`config.mk`:
```
export PLATFORM = sky130hd
export DESIGN_NAME = tokenflow_sequencer
export DESIGN_NICKNAME = d
export VERILOG_FILES = /design/src/rtl/tokenflow_sequencer.sv
export SDC_FILE = /design/constraint.sdc
export NUM_CORES = 1
export LEC_CHECK = 0
export CORE_ASPECT_RATIO = 2
export CORE_UTILIZATION = 45
export CTS_BUF_LIST = sky130_fd_sc_hd__clkbuf_4 sky130_fd_sc_hd__clkbuf_8
export DETAILED_ROUTE_END_ITERATION = 10
export PLACE_DENSITY = 0.71
export SYNTH_ARGS = -nofsm -noshare
export SYNTH_HDL_FRONTEND = slang
export SYNTH_SLANG_ARGS = --single-unit
```
`constraint.sdc`:
```
create_clock -name clk -period 4.5 [get_ports clk]
set_input_delay 1.125 -clock clk [delete_from_list [all_inputs] [get_ports clk]]
set_output_delay 1.125 -clock clk [all_outputs]
set_load 0.005 [all_outputs]
```
`src/rtl/tokenflow_sequencer.sv`:
```
// tokenflow_sequencer: clocked consumer for the asynchronous tokenflow
// bundled-data channel. It runs a bounded burst of 4-phase handshakes,
// captures every data token and checks it against x*(x+1). Count,
// mismatch and handshake-timeout status are reported to the tile.
//
// Channel handshake (4-phase, return-to-zero):
//   ch_req rises with ch_data already stable; data stays stable while
//   ch_req is high. Once the synchronized request (req_s) is seen, the
//   token is captured and ch_ack rises. ch_req then falls, and once that
//   fall is seen ch_ack falls. A new token is taken only after ch_ack has
//   fallen. ch_ack only drops early on a timeout or on reset.
module tokenflow_sequencer #(
  parameter int W    = 26,
  parameter int SYNC = 2,
  parameter int TW   = 16
) (
  input  logic          clk,
  input  logic          reset,
  input  logic          start,
  input  logic [15:0]   burst_len,
  input  logic          check_en,
  input  logic [TW-1:0] timeout_limit,
  input  logic          ch_req,
  input  logic [W-1:0]  ch_data,
  output logic          ch_ack,
  output logic          tok_valid,
  output logic [W-1:0]  tok_data,
  output logic [15:0]   tok_count,
  output logic          busy,
  output logic          done,
  output logic          mismatch,
  output logic          timeout,
  output logic [1:0]    dbg_state
);

  typedef enum logic [1:0] {
    IDLE     = 2'd0,
    WAIT_REQ = 2'd1,
    WAIT_REL = 2'd2,
    DONE     = 2'd3
  } state_t;

  localparam logic [W-1:0]  EXP_INIT = '0;
  localparam logic [W-1:0]  INC_INIT = W'(2);
  localparam logic [W-1:0]  INC_STEP = W'(2);
  localparam logic [TW-1:0] TW_ONE   = TW'(1);
  localparam logic [15:0]   CNT_ONE  = 16'd1;

  state_t          state;
  logic [SYNC-1:0] req_sync;
  logic            req_s;
  logic [W-1:0]    exp_val;
  logic [W-1:0]    inc_val;
  logic [TW-1:0]   tmo_cnt;
  logic            tmo_hit;

  assign req_s     = req_sync[SYNC-1];
  assign dbg_state = state;

  // The current wait phase has used up its cycle budget (0 disables).
  assign tmo_hit = (timeout_limit != '0) && (tmo_cnt == (timeout_limit - TW_ONE));

  // Bring the asynchronous channel request into the clk domain.
  always_ff @(posedge clk or posedge reset) begin
    if (reset) begin
      req_sync <= '0;
    end else begin
      req_sync <= {req_sync[SYNC-2:0], ch_req};
    end
  end

  // Burst sequencer: handshake FSM, token capture, sequence check, timeout.
  always_ff @(posedge clk or posedge reset) begin
    if (reset) begin
      state     <= IDLE;
      ch_ack    <= 1'b0;
      tok_valid <= 1'b0;
      tok_data  <= '0;
      tok_count <= '0;
      busy      <= 1'b0;
      done      <= 1'b0;
      mismatch  <= 1'b0;
      timeout   <= 1'b0;
      exp_val   <= EXP_INIT;
      inc_val   <= INC_INIT;
      tmo_cnt   <= '0;
    end else begin
      tok_valid <= 1'b0;
      case (state)
        IDLE, DONE: begin
          tmo_cnt <= '0;
          if (start) begin
            tok_count <= '0;
            mismatch  <= 1'b0;
            timeout   <= 1'b0;
            exp_val   <= EXP_INIT;
            inc_val   <= INC_INIT;
            state     <= WAIT_REQ;
            busy      <= 1'b1;
            done      <= 1'b0;
          end
        end

        WAIT_REQ: begin
          if (req_s) begin
            // ch_data is bundled with ch_req, so it is stable here.
            tok_data  <= ch_data;
            tok_valid <= 1'b1;
            ch_ack    <= 1'b1;
            tok_count <= tok_count + CNT_ONE;
            if (check_en && (ch_data != exp_val)) begin
              mismatch <= 1'b1;
            end
            // Next x*(x+1) is reached by adding the running even step.
            exp_val <= exp_val + inc_val;
            inc_val <= inc_val + INC_STEP;
            state   <= WAIT_REL;
            tmo_cnt <= '0;
          end else if (tmo_hit) begin
            timeout <= 1'b1;
            ch_ack  <= 1'b0;
            state   <= DONE;
            busy    <= 1'b0;
            done    <= 1'b1;
            tmo_cnt <= '0;
          end else begin
            tmo_cnt <= tmo_cnt + TW_ONE;
          end
        end

        WAIT_REL: begin
          if (!req_s) begin
            ch_ack  <= 1'b0;
            tmo_cnt <= '0;
            if ((burst_len != '0) && (tok_count == burst_len)) begin
              state <= DONE;
              busy  <= 1'b0;
              done  <= 1'b1;
            end else begin
              state <= WAIT_REQ;
            end
          end else if (tmo_hit) begin
            // Abandon the handshake; the token already counted stays counted.
            timeout <= 1'b1;
            ch_ack  <= 1'b0;
            state   <= DONE;
            busy    <= 1'b0;
            done    <= 1'b1;
            tmo_cnt <= '0;
          end else begin
            tmo_cnt <= tmo_cnt + TW_ONE;
          end
        end

        default: begin
          state <= IDLE;
          busy  <= 1'b0;
          done  <= 1'b0;
        end
      endcase
    end
  end

endmodule

```
; Word-level counts from Yosys, hierarchy flattened
; Index checks and enable logic that the tools add are counted.
[totals]
ff_bits = 120
elab_cells = 88
out_inout_bits = 50
input_bits = 63
[classes]
muxes = 44
n_addsub = 5
eq_ne = 12
reduce_logical = 14
[ops]
columns = cell, count
row1 = $mux 26, 4
row2 = $pmux 26 s2, 2
row3 = $mux 16, 5
row4 = $pmux 16 s3, 1
row5 = $add 16x1->16 const B, 2
row6 = $eq 16x16->1, 2
row7 = $pmux 16 s2, 1
row8 = $reduce_bool 16->1, 2
row9 = $add 26x2->26 const B, 1
row10 = $add 26x26->26, 1
row11 = $ne 26x26->1, 1
row12 = $mux 1, 20
row13 = $sub 16x1->16 const B, 1
row14 = $mux 2, 5
row15 = $ne 2x2->1 const B, 5
row16 = $pmux 1 s3, 3
row17 = $reduce_and 3->1, 3
row18 = $pmux 2 s3, 1
row19 = $eq 2x2->1 const B, 2
row20 = $pmux 1 s2, 2
row21 = $reduce_and 4->1, 1
row22 = $reduce_bool 2->1, 2
row23 = $logic_and 1x1->1, 3
row24 = $ne 3x3->1 const B, 1
row25 = other kinds (4), 4

; Longest topological paths before layout
[depth]
ltp_word = 6
depth_mapped = 11
depth_no_buf = 9

; Worst setup path after synthesis
; Ideal clock, no wire load.
[synth_timing]
kind = input to register
from = input timeout_limit[4]
to = register tmo_cnt[0]
t_arrival_ns = 3.284
stages = 9
required_ns = 4.375
n_path_buf = 2
slack_ns = 1.092
setup_ns = 0.125
path_cell_list = clkbuf_1 > or3_1 > nor3_1 > nand4b_1 > xnor2_1 > or4_4 > o21ai_4 > buf_6 > nor2_1
[synth_between]
elab_chain_cells = 6
word_cells_on_any_way = 8
classes_between = 1 x add/sub / 1 x eq/ne / 4 x mux / 2 x reduce/logical
[synth_lines]
columns = element, line_no
row1 = "start, declared", 22  ; input logic [TW-1:0] timeout_limit,
row2 = $sub 16x1->16, 61  ; assign tmo_hit = (timeout_limit != '0) && (tmo_cnt == (timeout_limit - TW_ONE));
row3 = $eq 16x16->1, 61
row4 = $logic_and 1x1->1 (*), 61
row5 = $mux 16 (*), "119, 142"
row6 = "$mux 16, on equally long branches", "132, 105"
row7 = $pmux 16 s3 (*), 89  ; case (state)
row8 = "end signal, assigned", 127  ; tmo_cnt <= tmo_cnt + TW_ONE;
row9 = "end signal, assigned", 151  ; tmo_cnt <= tmo_cnt + TW_ONE;
row10 = "end, declared", 54  ; logic [TW-1:0] tmo_cnt;
; Mark *: on every way between the ends. The rest lies on a longest branch, timed or not.
; A chain may end at the register's enable or synchronous reset.

; Worst setup path in the final report
[layout_timing]
from = input timeout_limit[0]
to = register tmo_cnt[13]
; Same word-level chain as after synthesis.

==> results.md <==
Logic synthesis:
- Summing the areas of all compound-gate instances in the mapped netlist gives 11.4% of the synthesized area.
- Summed over all instances, the cell type with the most area after synthesis is sky130_fd_sc_hd__dfrtp_1.
- The count of flip-flops with a built-in enable after synthesis is 0.
- In the synthesized netlist the dominant register cell turns out to be sky130_fd_sc_hd__dfrtp_1.
- For this run, asynchronously set or reset flops after synthesis account for 100%.
- The XOR/XNOR share of the synthesized area is 15.2%.
- Sequential cells were found to cover 41.4% of the synthesized design area.
- The dominant combinational cell family by area after synthesis is simple AND/OR/NAND/NOR gates.
- The number of distinct library cells after synthesis is 63.
- Sorting the synthesized cells by area gives the leading types as sky130_fd_sc_hd__dfrtp_1, sky130_fd_sc_hd__xor2_1, sky130_fd_sc_hd__xnor2_1, sky130_fd_sc_hd__ha_1, sky130_fd_sc_hd__nor2_1.
- The number of nets in the synthesized netlist is 856.
- The mapped cell area is 7200 sq um.
- In this run the biggest area consumer among cell types represents 41.0% of the synthesized area.
- Summing the areas of all and, or, nand and nor instances in the mapped netlist gives 19.7% of the synthesized area.
- The proportion of synthesized area in mux cells is 4.64%.
- The number of register bits inferred by synthesis is 119.
- In the synthesized netlist, the number of instances is 763.
- The synthesized netlist devotes 5.21% of its cell area to adder and majority cells.
- For this run, the number of Yosys warnings is 0.
- The mean cell area of the mapped netlist is 9.44 sq um.

Critical path:
- The launch instance of the worst register-to-register path is inc_val[2].
- The critical path is of the input pin to register type.
- The endpoint identified for the worst register-to-register timing path is exp_val[25].
- The worst reg-to-reg path cell count is 9.
- The maximum net fanout on the critical path is 16.
- The worst setup path is launched from an input pin.
- The minimum setup slack among reg-to-reg paths is 1.41 ns.
- For the worst setup path, the data required time is 4.82 ns.
- The critical path ends at tmo_cnt[13].
- The worst setup path startpoint is timeout_limit[0].
- The worst setup path is captured at a register.
- At the worst endpoint, the arrival time is 4.29 ns.

Power:
- In this run the power density over the cells is 414 nW/um^2.
- The worst vdd rail ir drop is 245 uV.
- The analysis attributes to cell leakage a power of 3.77 nW.

Timing:
- The minimum clock period is 3.97 ns.
- The slew at the pin with the worst max-slew slack is 0.874 ns.
- The number of hold violations in the final report is 0.
- For the final database, setup skew stands at 0.0141 ns.
- The final critical path takes up 88.3% of the cycle.
- Timing would allow up to 252 MHz.
- The count of endpoints failing setup in the final report is 0.
- Setup repair after global routing left no endpoint under its margin.
- The final setup TNS is 0 ns.
- The number of pins exceeding their max-slew limit in the final report is 0.
- The worst max-slew margin expressed relative to the limit is 41.6%.

Clocking:
- The hold buffer count at CTS is 0.
- The H-tree was split into 4 levels.
- The number of clock buffers inserted by TritonCTS is 17.
- Once the clock tree was built, the resizer swapped 0 gates to a different size.
- The CTS sink count is 119.
- The CTS tree is built.
- The number of buffers between clock root and the deepest sink is 2.
- In this run the clock root is driven by a sky130_fd_sc_hd__clkbuf_8.
- The total setup buffers inserted after CTS is 0.
- The latest clock arrival within the worst-skew pair is 0.45 ns.
- The clock-pin slew on the worst setup and hold paths is 0.08 ns.

Layout:
- 0 antenna diodes ended up in the layout.
- The sequential cells in the finished layout cover a total of 2980 sq um.
- The count of nets after finishing is 973.
- The multi-input logic area is 4050 sq um.
- The leading cell type in the layout, fill and taps excluded is sky130_fd_sc_hd__dfrtp_1.
- The layout cell share with drive strength beyond 1 is 9.41%.
- The growth of design area from synthesis to finish is 24.8%.
- In the layout the commonest cells are sky130_fd_sc_hd__dfrtp_1, sky130_fd_sc_hd__clkdlybuf4s50_1, sky130_fd_sc_hd__nor2_1.
- The count of filler cells inserted in the layout is 1399.
- The design area is 8990 sq um.

Placed design:
- The routability congestion estimate is 0.897.
- The count of port buffers added during placement is 112.
- The placed instances occupy a cell area of 8570 sq um.
- Detailed placement finished with a half-perimeter wire length of 14.7 mm.

Detailed routing:
- The number of detailed-routing iterations run before antenna repair is 4.
- The total vias in the final route is 6091.
- In the final routed layout, each cell accounts on average for 17.6 um.
- The antenna violation net count after detailed routing is 0.
- After detailed routing, the number of remaining DRC violations is 0.
- The wire length reported by the detailed router is 19.2 mm.
- The mean number of vias per cell is 5.57.
- After the first detailed-routing iteration, the DRC count stood at 254.

Floorplan:
- The die covers 16500 sq um.
- In this run the standard cell core region covers 15700 sq um.
- The initialized floorplan defines 65 standard-cell rows.
- The die outline height is 181 um.
- The initial cell density of the core is 45.9%.
- The top-level I/O count is 113.
- From left edge to right edge, the die measures 91.5 um.

Global routing:
- The initial antenna violation count came to 0.
- The pin count of the biggest net entering global routing is 54.
- The first global-routing pass estimated 31.6 mm of wire.
- The global router's overall resource usage is 24.7%.
- The via count of the first global-routing pass is 6231.
- The total congestion overflow is 0.

Run:
- The tool flagged a number of max-cap violations equal to 0.

Worst hold path:
- The kind of path behind the tightest hold check is register to register.

Status:
- The run finished with clean final reports.
kinds of logic (layout without fill, tap and decap cells):
logic type	after synthesis	count (layout)
adders and majority gates	30	30
buffers and inverters	44	174
muxes	30	30
AOI/OAI and AO/OA	127	127
and+or+nand+nor	288	288
DFF	119	119
xor gates and xnor gates	125	125
worst max-delay path: stages:
cell	delay (ns)
sky130_fd_sc_hd__clkdlybuf4s50_1	0.51
sky130_fd_sc_hd__inv_1	0.10
sky130_fd_sc_hd__ha_1	0.18
sky130_fd_sc_hd__nor3b_1	0.59
sky130_fd_sc_hd__a21boi_0	0.19
sky130_fd_sc_hd__a2111oi_0	0.38
sky130_fd_sc_hd__nand4_1	0.19
sky130_fd_sc_hd__or4_4	0.50
sky130_fd_sc_hd__o21ai_4	0.42
sky130_fd_sc_hd__nor2_1	0.10
routing by layer:
layer,GRT usage (%),up-vias,wire length (um)
met5,0,-,0
met3,4.46,57,825
met1,25.2,2926,6860
met4,14.7,0,940
met2,45.7,170,10600
li1,-,2938,-
report_power, final:
part           internal, W  leakage, nW  switching [W]
Clock             0.000543        0.199       0.000476
Combinational     0.000643         2.00       0.000655
Sequential         0.00126         1.58       0.000146
metrics by stage:
step	util, %	instances	setup slack, ns	power (W)	hold slack, ns
3_5_place_dp	54.6	1062	0.0859	0.00272	0.337
6_report	57.3	1094	0.527	0.00372	0.346
3_3_place_gp	54.6	1062	0.154	0.00270	0.338
2_1_floorplan	-	763	0.219	0.00210	0.331
5_1_grt	57.3	1094	0.251	0.00393	0.370
4_1_cts	57.3	1094	0.526	0.00375	0.347
final cells by class:
class                   instances  share of cell area, %
clock inverters                12                   1.59
multi-input cells             600                   45.1
inverters                      20                  0.863
well taps                     201                   2.80
flip-flops and latches        119                   33.1
repair buffers                122                   13.4
clock buffers                  20                   3.06
state kept, by name (all words and copies together) (netlist names), 2 cells and up:
name,cells
tok_data,26
exp_val,26
dbg_state,2
req_sync,2
inc_val,25
tok_count,16
tmo_cnt,16
worst min path at each step:
| stage | to | cells after the start | from |
|---|---|---|---|
| final | req_sync[1] | 0 | req_sync[0] |
| after global routing | req_sync[1] | 0 | req_sync[0] |
| after CTS | req_sync[1] | 0 | req_sync[0] |
| after detailed placement | req_sync[1] | 0 | req_sync[0] |
| after global placement | req_sync[1] | 0 | req_sync[0] |
| after floorplan | req_sync[1] | 0 | req_sync[0] |
synthesized netlist by cell type, drive strengths merged, types with 5 or more instances:
library cell	number
and2	5
o31ai	8
mux2	27
xor2	67
a31oi	6
ha	30
xnor2	58
nor2b	6
nand4	23
a21oi	26
nor3	17
clkbuf	21
nand2b	7
o21ai	42
nor4	11
nand3	25
and3	12
nand2	70
inv	20
dfrtp	118
a211oi	10
nor2	86
or3	7
and4	6
(Power assumes the default switching activity.)
